--- config.mk ---
export PLATFORM = sky130hd
export DESIGN_NAME = serial_word_collector_flat
export DESIGN_NICKNAME = d
export VERILOG_FILES = /design/src/rtl/serial_word_collector_pkg.sv /design/src/rtl/serial_word_collector_if.sv /design/src/rtl/serial_word_collector.sv /design/src/flat_wrapper.sv
export SDC_FILE = /design/constraint.sdc
export NUM_CORES = 1
export LEC_CHECK = 0
export ABC_CLOCK_PERIOD_IN_PS = 1500
export CORE_UTILIZATION = 40
export CTS_CLUSTER_SIZE = 20
export DETAILED_ROUTE_END_ITERATION = 10
export GPL_ROUTABILITY_DRIVEN = 0
export GPL_TIMING_DRIVEN = 0
export HOLD_SLACK_MARGIN = 0.08
export MAX_ROUTING_LAYER = met4
export PLACE_DENSITY = 0.66
export REMOVE_ABC_BUFFERS = 1
export SLEW_MARGIN = 20
export SYNTH_ARGS = -nofsm -noshare
export SYNTH_HDL_FRONTEND = slang
export SYNTH_SLANG_ARGS = --single-unit
export TNS_END_PERCENT = 30
--- constraint.sdc ---
create_clock -name clk -period 1.5 [get_ports clk]
set_input_delay 0.3 -clock clk [delete_from_list [all_inputs] [get_ports clk]]
set_output_delay 0.3 -clock clk [all_outputs]
set_load 0.005 [all_outputs]
--- src/rtl/serial_word_collector_pkg.sv ---
// Shared types and constants for the serial word collector.
// Frame FSM states and width helpers.
package serial_word_collector_pkg;

  typedef enum logic {
    IDLE  = 1'b0,
    SHIFT = 1'b1
  } state_t;

  localparam int DEF_WIDTH = 16;

  function automatic int cnt_width(input int w);
    return (w < 2) ? 1 : $clog2(w);
  endfunction

endpackage

--- src/rtl/serial_word_collector_if.sv ---
// Stream-side and word-side signals of the serial word collector.
// The slave modport is the collector; the master modport is its environment.
interface serial_word_collector_if #(
  parameter int WIDTH = 16
);

  logic             start;
  logic             bit_in;
  logic [WIDTH-1:0] word_out;
  logic             word_valid;
  logic             word_ready;
  logic             busy;
  logic             frame_abort;
  logic             overrun;
  logic             clr_overrun;

  modport slave (
    input  start,
    input  bit_in,
    input  word_ready,
    input  clr_overrun,
    output word_out,
    output word_valid,
    output busy,
    output frame_abort,
    output overrun
  );

  modport master (
    output start,
    output bit_in,
    output word_ready,
    output clr_overrun,
    input  word_out,
    input  word_valid,
    input  busy,
    input  frame_abort,
    input  overrun
  );

endinterface

--- src/rtl/serial_word_collector.sv ---
// Rebuilds LSB-first serial words and offers them on a valid/ready port.
// Reports aborted partial frames and words lost to back-pressure.
module serial_word_collector
  import serial_word_collector_pkg::*;
#(
  parameter int WIDTH = DEF_WIDTH
) (
  input logic                   clk,
  input logic                   rst,
  serial_word_collector_if.slave bus
);

  localparam int CW = cnt_width(WIDTH);

  state_t           r_state;
  state_t           w_state_nxt;
  logic [CW-1:0]    r_cnt;
  logic [CW-1:0]    w_cnt_nxt;
  logic [WIDTH-1:0] r_acc;
  logic [WIDTH-1:0] w_acc_nxt;
  logic [WIDTH-1:0] w_word;
  logic             w_last;
  logic             w_complete;
  logic             w_abort;
  logic             w_take;
  logic             w_drop;

  logic [WIDTH-1:0] r_word;
  logic             r_valid;
  logic             r_abort;
  logic             r_overrun;

  always_ff @(posedge clk or posedge rst) begin
    if (rst) begin
      r_state <= IDLE;
      r_cnt   <= '0;
      r_acc   <= '0;
    end else begin
      r_state <= w_state_nxt;
      r_cnt   <= w_cnt_nxt;
      r_acc   <= w_acc_nxt;
    end
  end

  // New bits enter at the MSB so the first bit ends up in bit 0.
  always_comb begin
    w_state_nxt = r_state;
    w_cnt_nxt   = r_cnt;
    w_acc_nxt   = r_acc;
    w_complete  = 1'b0;
    w_abort     = 1'b0;
    w_word      = {bus.bit_in, r_acc[WIDTH-1:1]};
    w_last      = (r_cnt == CW'(WIDTH - 1));
    unique case (r_state)
      IDLE: begin
        if (bus.start) begin
          w_state_nxt = SHIFT;
          w_cnt_nxt   = '0;
        end
      end
      SHIFT: begin
        if (w_last) begin
          w_complete  = 1'b1;
          w_acc_nxt   = w_word;
          w_cnt_nxt   = '0;
          w_state_nxt = bus.start ? SHIFT : IDLE;
        end else if (bus.start) begin
          w_abort   = 1'b1;
          w_cnt_nxt = '0;
          w_acc_nxt = '0;
        end else begin
          w_acc_nxt = w_word;
          w_cnt_nxt = r_cnt + 1'b1;
        end
      end
      default: w_state_nxt = IDLE;
    endcase
  end

  assign w_take = w_complete && (!r_valid || bus.word_ready);
  assign w_drop = w_complete && r_valid && !bus.word_ready;

  always_ff @(posedge clk or posedge rst) begin
    if (rst) begin
      r_word    <= '0;
      r_valid   <= 1'b0;
      r_abort   <= 1'b0;
      r_overrun <= 1'b0;
    end else begin
      r_abort <= w_abort;
      if (w_take) begin
        r_word  <= w_word;
        r_valid <= 1'b1;
      end else if (r_valid && bus.word_ready) begin
        r_valid <= 1'b0;
      end
      // A fresh drop outranks a clear on the same edge.
      if (w_drop) begin
        r_overrun <= 1'b1;
      end else if (bus.clr_overrun) begin
        r_overrun <= 1'b0;
      end
    end
  end

  assign bus.word_out    = r_word;
  assign bus.word_valid  = r_valid;
  assign bus.busy        = (r_state == SHIFT);
  assign bus.frame_abort = r_abort;
  assign bus.overrun     = r_overrun;

endmodule

--- src/flat_wrapper.sv ---
// flat-port wrapper written by rule: the top's interface ports become plain ports
module serial_word_collector_flat import serial_word_collector_pkg::*;
#(
  parameter int WIDTH = DEF_WIDTH
)
  (clk, rst, bus_start, bus_bit_in, bus_word_ready, bus_clr_overrun, bus_word_out, bus_word_valid, bus_busy, bus_frame_abort, bus_overrun);
  serial_word_collector_if #(.WIDTH(WIDTH)) bus_i ();
  input logic clk;
  input logic rst;
  input wire logic [$bits(bus_i.start)-1:0] bus_start;
  input wire logic [$bits(bus_i.bit_in)-1:0] bus_bit_in;
  input wire logic [$bits(bus_i.word_ready)-1:0] bus_word_ready;
  input wire logic [$bits(bus_i.clr_overrun)-1:0] bus_clr_overrun;
  output wire logic [$bits(bus_i.word_out)-1:0] bus_word_out;
  output wire logic [$bits(bus_i.word_valid)-1:0] bus_word_valid;
  output wire logic [$bits(bus_i.busy)-1:0] bus_busy;
  output wire logic [$bits(bus_i.frame_abort)-1:0] bus_frame_abort;
  output wire logic [$bits(bus_i.overrun)-1:0] bus_overrun;
  assign bus_i.start = bus_start;
  assign bus_i.bit_in = bus_bit_in;
  assign bus_i.word_ready = bus_word_ready;
  assign bus_i.clr_overrun = bus_clr_overrun;
  assign bus_word_out = bus_i.word_out;
  assign bus_word_valid = bus_i.word_valid;
  assign bus_busy = bus_i.busy;
  assign bus_frame_abort = bus_i.frame_abort;
  assign bus_overrun = bus_i.overrun;
  serial_word_collector #(.WIDTH(WIDTH)) u_core (.clk(clk), .rst(rst), .bus(bus_i));
endmodule
Word level (Yosys, flattened, before mapping)
Index checks and enable logic that the tools add are counted.

word-level totals
  memory bits (read-only) = 0
  bits in registers = 40
  bits in writable memories = 0
  word-level logic and storage cells = 37
  latch bits = 0
  memories kept = 0

cells by class
  divide/modulo/power cells = 0
  multiplexer cells = 17
  reductions and logical operators = 9
  bitwise logic cells = 1
  multipliers = 0
  $lt $le $gt $ge = 0
  shifts and indexed selects = 0
  equality and inequality tests = 2
  add/subtract/negate cells = 1

operator list
  kind                                          count
  2-to-1 mux 16 bit                             2
  2-to-1 mux 4 bit                              3
  2-to-1 mux 1 bit                              10
  case mux 4 bit (2 select lines)               1
  adder 4 x 1 -> 4 bit (second input constant)  1
  equality test 4 bit (second input constant)   1
  logical AND 1 bit                             4
  nonzero test 2 bit                            2
  zero test 1 bit                               2
  != test 2 bit (second input constant)         1
  case mux 1 bit (2 select lines)               1
  logical OR 1 bit                              1
  inverter 1 bit                                1

Depth between registers and ports, before layout
  word-level depth = 6
  mapped depth = 6

Worst setup path before layout
OpenSTA, ideal clock, no wires.

  path type = register to register
  start point = register u_core.r_cnt[0]
  end point = register u_core.r_word[10] (netlist: u_core.bus.word_out[10])
  slack = -0.006 ns
  cell stages (with the launch flop) = 7
  clock period less this slack = 1.506 ns
  required time = 1.375 ns
  path buffers = 2
  data arrival time = 1.381 ns
  path through = dfrtp_1 > ha_1 > nand4_2 > nor2b_2 > buf_6 > buf_12 > mux2_4

between the ends
  word-level cells in the longest chain between the ends = 4

ends and longest elaborated chain
  what                      RTL line                     RTL
  start: declaration        serial_word_collector.sv:17  logic [CW-1:0] r_cnt;
  start signal: assignment  serial_word_collector.sv:40  r_cnt <= w_cnt_nxt;
  equality test 4 bit       serial_word_collector.sv:53  w_last = (r_cnt == CW'(WIDTH - 1));
  2-to-1 mux 1 bit          serial_word_collector.sv:62  if (w_last) begin
  2-to-1 mux 1 bit          serial_word_collector.sv:54  unique case (r_state)
  logical AND 1 bit         serial_word_collector.sv:80  assign w_take = w_complete && (!r_valid || bus.word_ready);
  end signal: assignment    serial_word_collector.sv:92  r_word <= w_word;
  end: declaration          serial_word_collector.sv:28  logic [WIDTH-1:0] r_word;

No other way between the ends.
A chain may end at the register's enable or synchronous reset.

Worst setup path after layout
  start point = register u_core.r_cnt[0]
  end point = register u_core.r_word[15] (netlist: u_core.bus.word_out[15])

The elaborated chain is that of the path after synthesis.

==> reports/qor.csv <==
stage,metric,value,unit
outcome,outcome,"complete, no violations",
global_routing,largest net degree at the start of global routing,26,
setup_path,RR Startpoint,u_core.r_cnt[0],
setup_path,critical path startpoint category,flop,
floorplanning,core box area,0.00377,sq mm
floorplanning,IO Pins,26,
global_routing,first-pass GRT wire length,4.95,mm
clock_tree,clock slew at reported path FFs,0.07,ns
sta,final worst setup slack,0.0175,ns
clock_tree,CTS root buf,clkbuf_8,
drt,DRC viols,0,
setup_path,crit path DAT,1.66,ns
setup_path,Worst Setup SP,u_core.r_cnt[0],
sta,Final Hold Viols,0,
sta,Pins Over Slew Limit,0,
sta,RSZ-0062 raised after global routing,true,
synthesis,Synth top area share,0.604,
pwr,Leakage,0.00108,uW
sta,clk_skew,0.00284,ns
clock_tree,Clock Latency Late Sink,0.28,ns
sta,post-route minimum period,1.48,ns
setup_path,Worst Path Required,1.67,ns
sta,Final Setup Violations,0,
run,maximum capacitance violations,0,
finish,post-layout util,0.556,
synthesis,top post-synthesis cells by area,"dfrtp_1 (60%), mux2_4 (9.3%), mux2i_1 (9.3%), mux2_2 (4.2%), nor2_1 (3.7%)",
setup_path,flop-to-flop setup slack,0.02,ns
clock_tree,CTS Sinks,39,
floorplanning,die width,65.6,microns
global_routing,grt ovf,0,
setup_path,worst reg2reg path endpoint,u_core.bus.word_out[15],
finish,Area Growth Syn to Fin,29.6,%
synthesis,Netlist Area Pre-Place,0.00162,sq mm
synthesis,Synth Register Bits,39,
hold_path,path type of the worst min-delay path,primary input to async pin,
drt,post-route ant nets,0,
placement,dpl hpwl,1.77,mm
drt,average vias per placed instance,4.92,
clock_tree,CTS tree,built,
finish,fin nets,159,
floorplanning,Die Area,0.00430,sq mm
sta,Fin Hold WS,0.303,ns
sta,Highest Clock Rate,675,MHz
clock_tree,H-tree depth,2,
synthesis,post-synth cell types,24,
floorplanning,Die Y,65.6,microns
clock_tree,worst-case clock buffer depth,2,
drt,drt first pass iters,2,
synthesis,Avg Inst Size Synth,13.9,sq um
sta,Worst Tran Pin Value,0.356,ns
synthesis,"area leader, netlist",dfrtp_1,
clock_tree,CTS Buf Count,5,
global_routing,vias in the first global route,1012,
synthesis,post-synthesis cell count,116,
setup_path,r2r worst-path depth,5,
finish,fraction of layout cells with a size suffix above 1,0.252,
global_routing,Total Routing Usage GR,0.164,
pwr,power density over the cells,877,mW/mm^2
sta,Slew headroom,0.762,
synthesis,sequential fraction of the synthesis area,0.604,
synthesis,Ys Warns,0,
placement,Port Buf Inserts,25,
drt,1st-iter DRT viols,10,
pwr,Max IR drop VDD,0.662,mV
sta,crit share post-route,0.988,
setup_path,CP endpoint kind,flop,
floorplanning,FP Rows,22,
finish,Ant. Diodes,0,
drt,wire per inst,15.0,microns
global_routing,initial antenna violation count,0,
clock_tree,hold_buf cts,0,
setup_path,WS Path Type,flop to flop,
floorplanning,initial core utilization,0.429,
drt,Routed WL,2.99,mm
setup_path,worst-path maximum fanout,6,
placement,post-place setup slack,-1.32,ns
drt,DR vias,980,
cells by family (layout without fill, tap and decap cells):
group / after synthesis / in the layout / synth area share
mux: 31 / 31 / 0.228
compound gates: 4 / 4 / 0.0147
xor+xnor: 2 / 2 / 0.0108
simple gates: 29 / 29 / 0.0882
flops: 39 / 39 / 0.604
fa+ha+maj: 1 / 1 / 0.00774
buf+inv: 10 / 45 / 0.0472
state kept, by name (all words and copies together), names as in the netlist:
name	count
u_core.bus.word_out	16
u_core.r_acc	15
u_core.r_cnt	4
u_core.bus.busy	1
u_core.bus.frame_abort	1
u_core.bus.overrun	1
u_core.bus.word_valid	1
worst max-delay path by stage:
stage                               to  slack, ns  cells past startpoint
4_1_cts        u_core.bus.word_out[11]       0.02                      5
3_5_place_dp   u_core.bus.word_out[11]      -1.32                      3
5_1_grt        u_core.bus.word_out[14]      -0.02                      5
3_3_place_gp    u_core.bus.word_out[0]      -1.27                      3
6_report       u_core.bus.word_out[15]       0.02                      5
2_1_floorplan  u_core.bus.word_out[15]      -0.84                      3
worst max-delay path, cell delays in order, from the launching register on:
cell	delay, ns
dfrtp_1	0.40
ha_4	0.18
nand4_4	0.11
nor2b_4	0.18
buf_6	0.16
mux2_2	0.33
cells in the final DEF (no fill, tap or decap), drive strengths merged, types with 2 or more instances in the layout:
cell / n
inv: 3
nor2: 16
xor2: 2
nand2b: 3
clkdlybuf4s50: 23
nand4: 2
dfrtp: 39
buf: 11
mux2i: 15
mux2: 16
a21oi: 2
nand3: 2
nand2: 2
clkbuf: 6
per-stage QoR:
stage | instance area (sq um) | instances | setup TNS, ns | total power (uW)
after CTS | 2060 | 197 | 0 | 1850
after global placement | 1860 | 182 | -46.06 | 1190
final | 2100 | 199 | 0 | 1840
after detailed placement | 1890 | 183 | -28.89 | 1200
after global routing | 2100 | 199 | -0.0382 | 1920
after floorplan | 1550 | 109 | -14.55 | 1150
cell type report:
class                   count  area (sq um)
multi-input cells          67           607
well taps                  48          60.1
flip-flops and latches     39           980
inverters                   3          11.3
clock buffers               6          72.6
repair buffers             36           365
fillers                   295          1680
synth_stat cells, drive strengths merged:
cell type,instances
a21o,1
a21oi,2
and3,1
buf,7
dfrtp,39
ha,1
inv,3
mux2,16
mux2i,15
nand2,2
nand2b,3
nand3,2
nand3b,1
nand4,2
nor2,16
nor2b,1
nor3,1
o22ai,1
xor2,2
power by group:
part / switching (uW) / leakage (uW) / total [uW] / internal (uW)
clock: 329 / 0.0000371 / 639 / 310
sequential: 15.8 / 0.000530 / 1090 / 1070
combinational: 51.6 / 0.000516 / 113 / 61.7
total: 396 / 0.00108 / 1840 / 1440
per-layer routing:
metal  track usage  part of all wire
met2         0.246              0.48
met1         0.208              0.47
met5             -                 0
met4        0.0652             0.018
met3        0.0469             0.034
repair_timing:
action                                 CTS  global route
pin swaps                                1             1
resized for setup                        8             7
setup endpoints to repair               37            15
buffers inserted                         8             2
endpoints found under the hold margin    0             0
No activity file was read; power rests on OpenSTA's default activity.
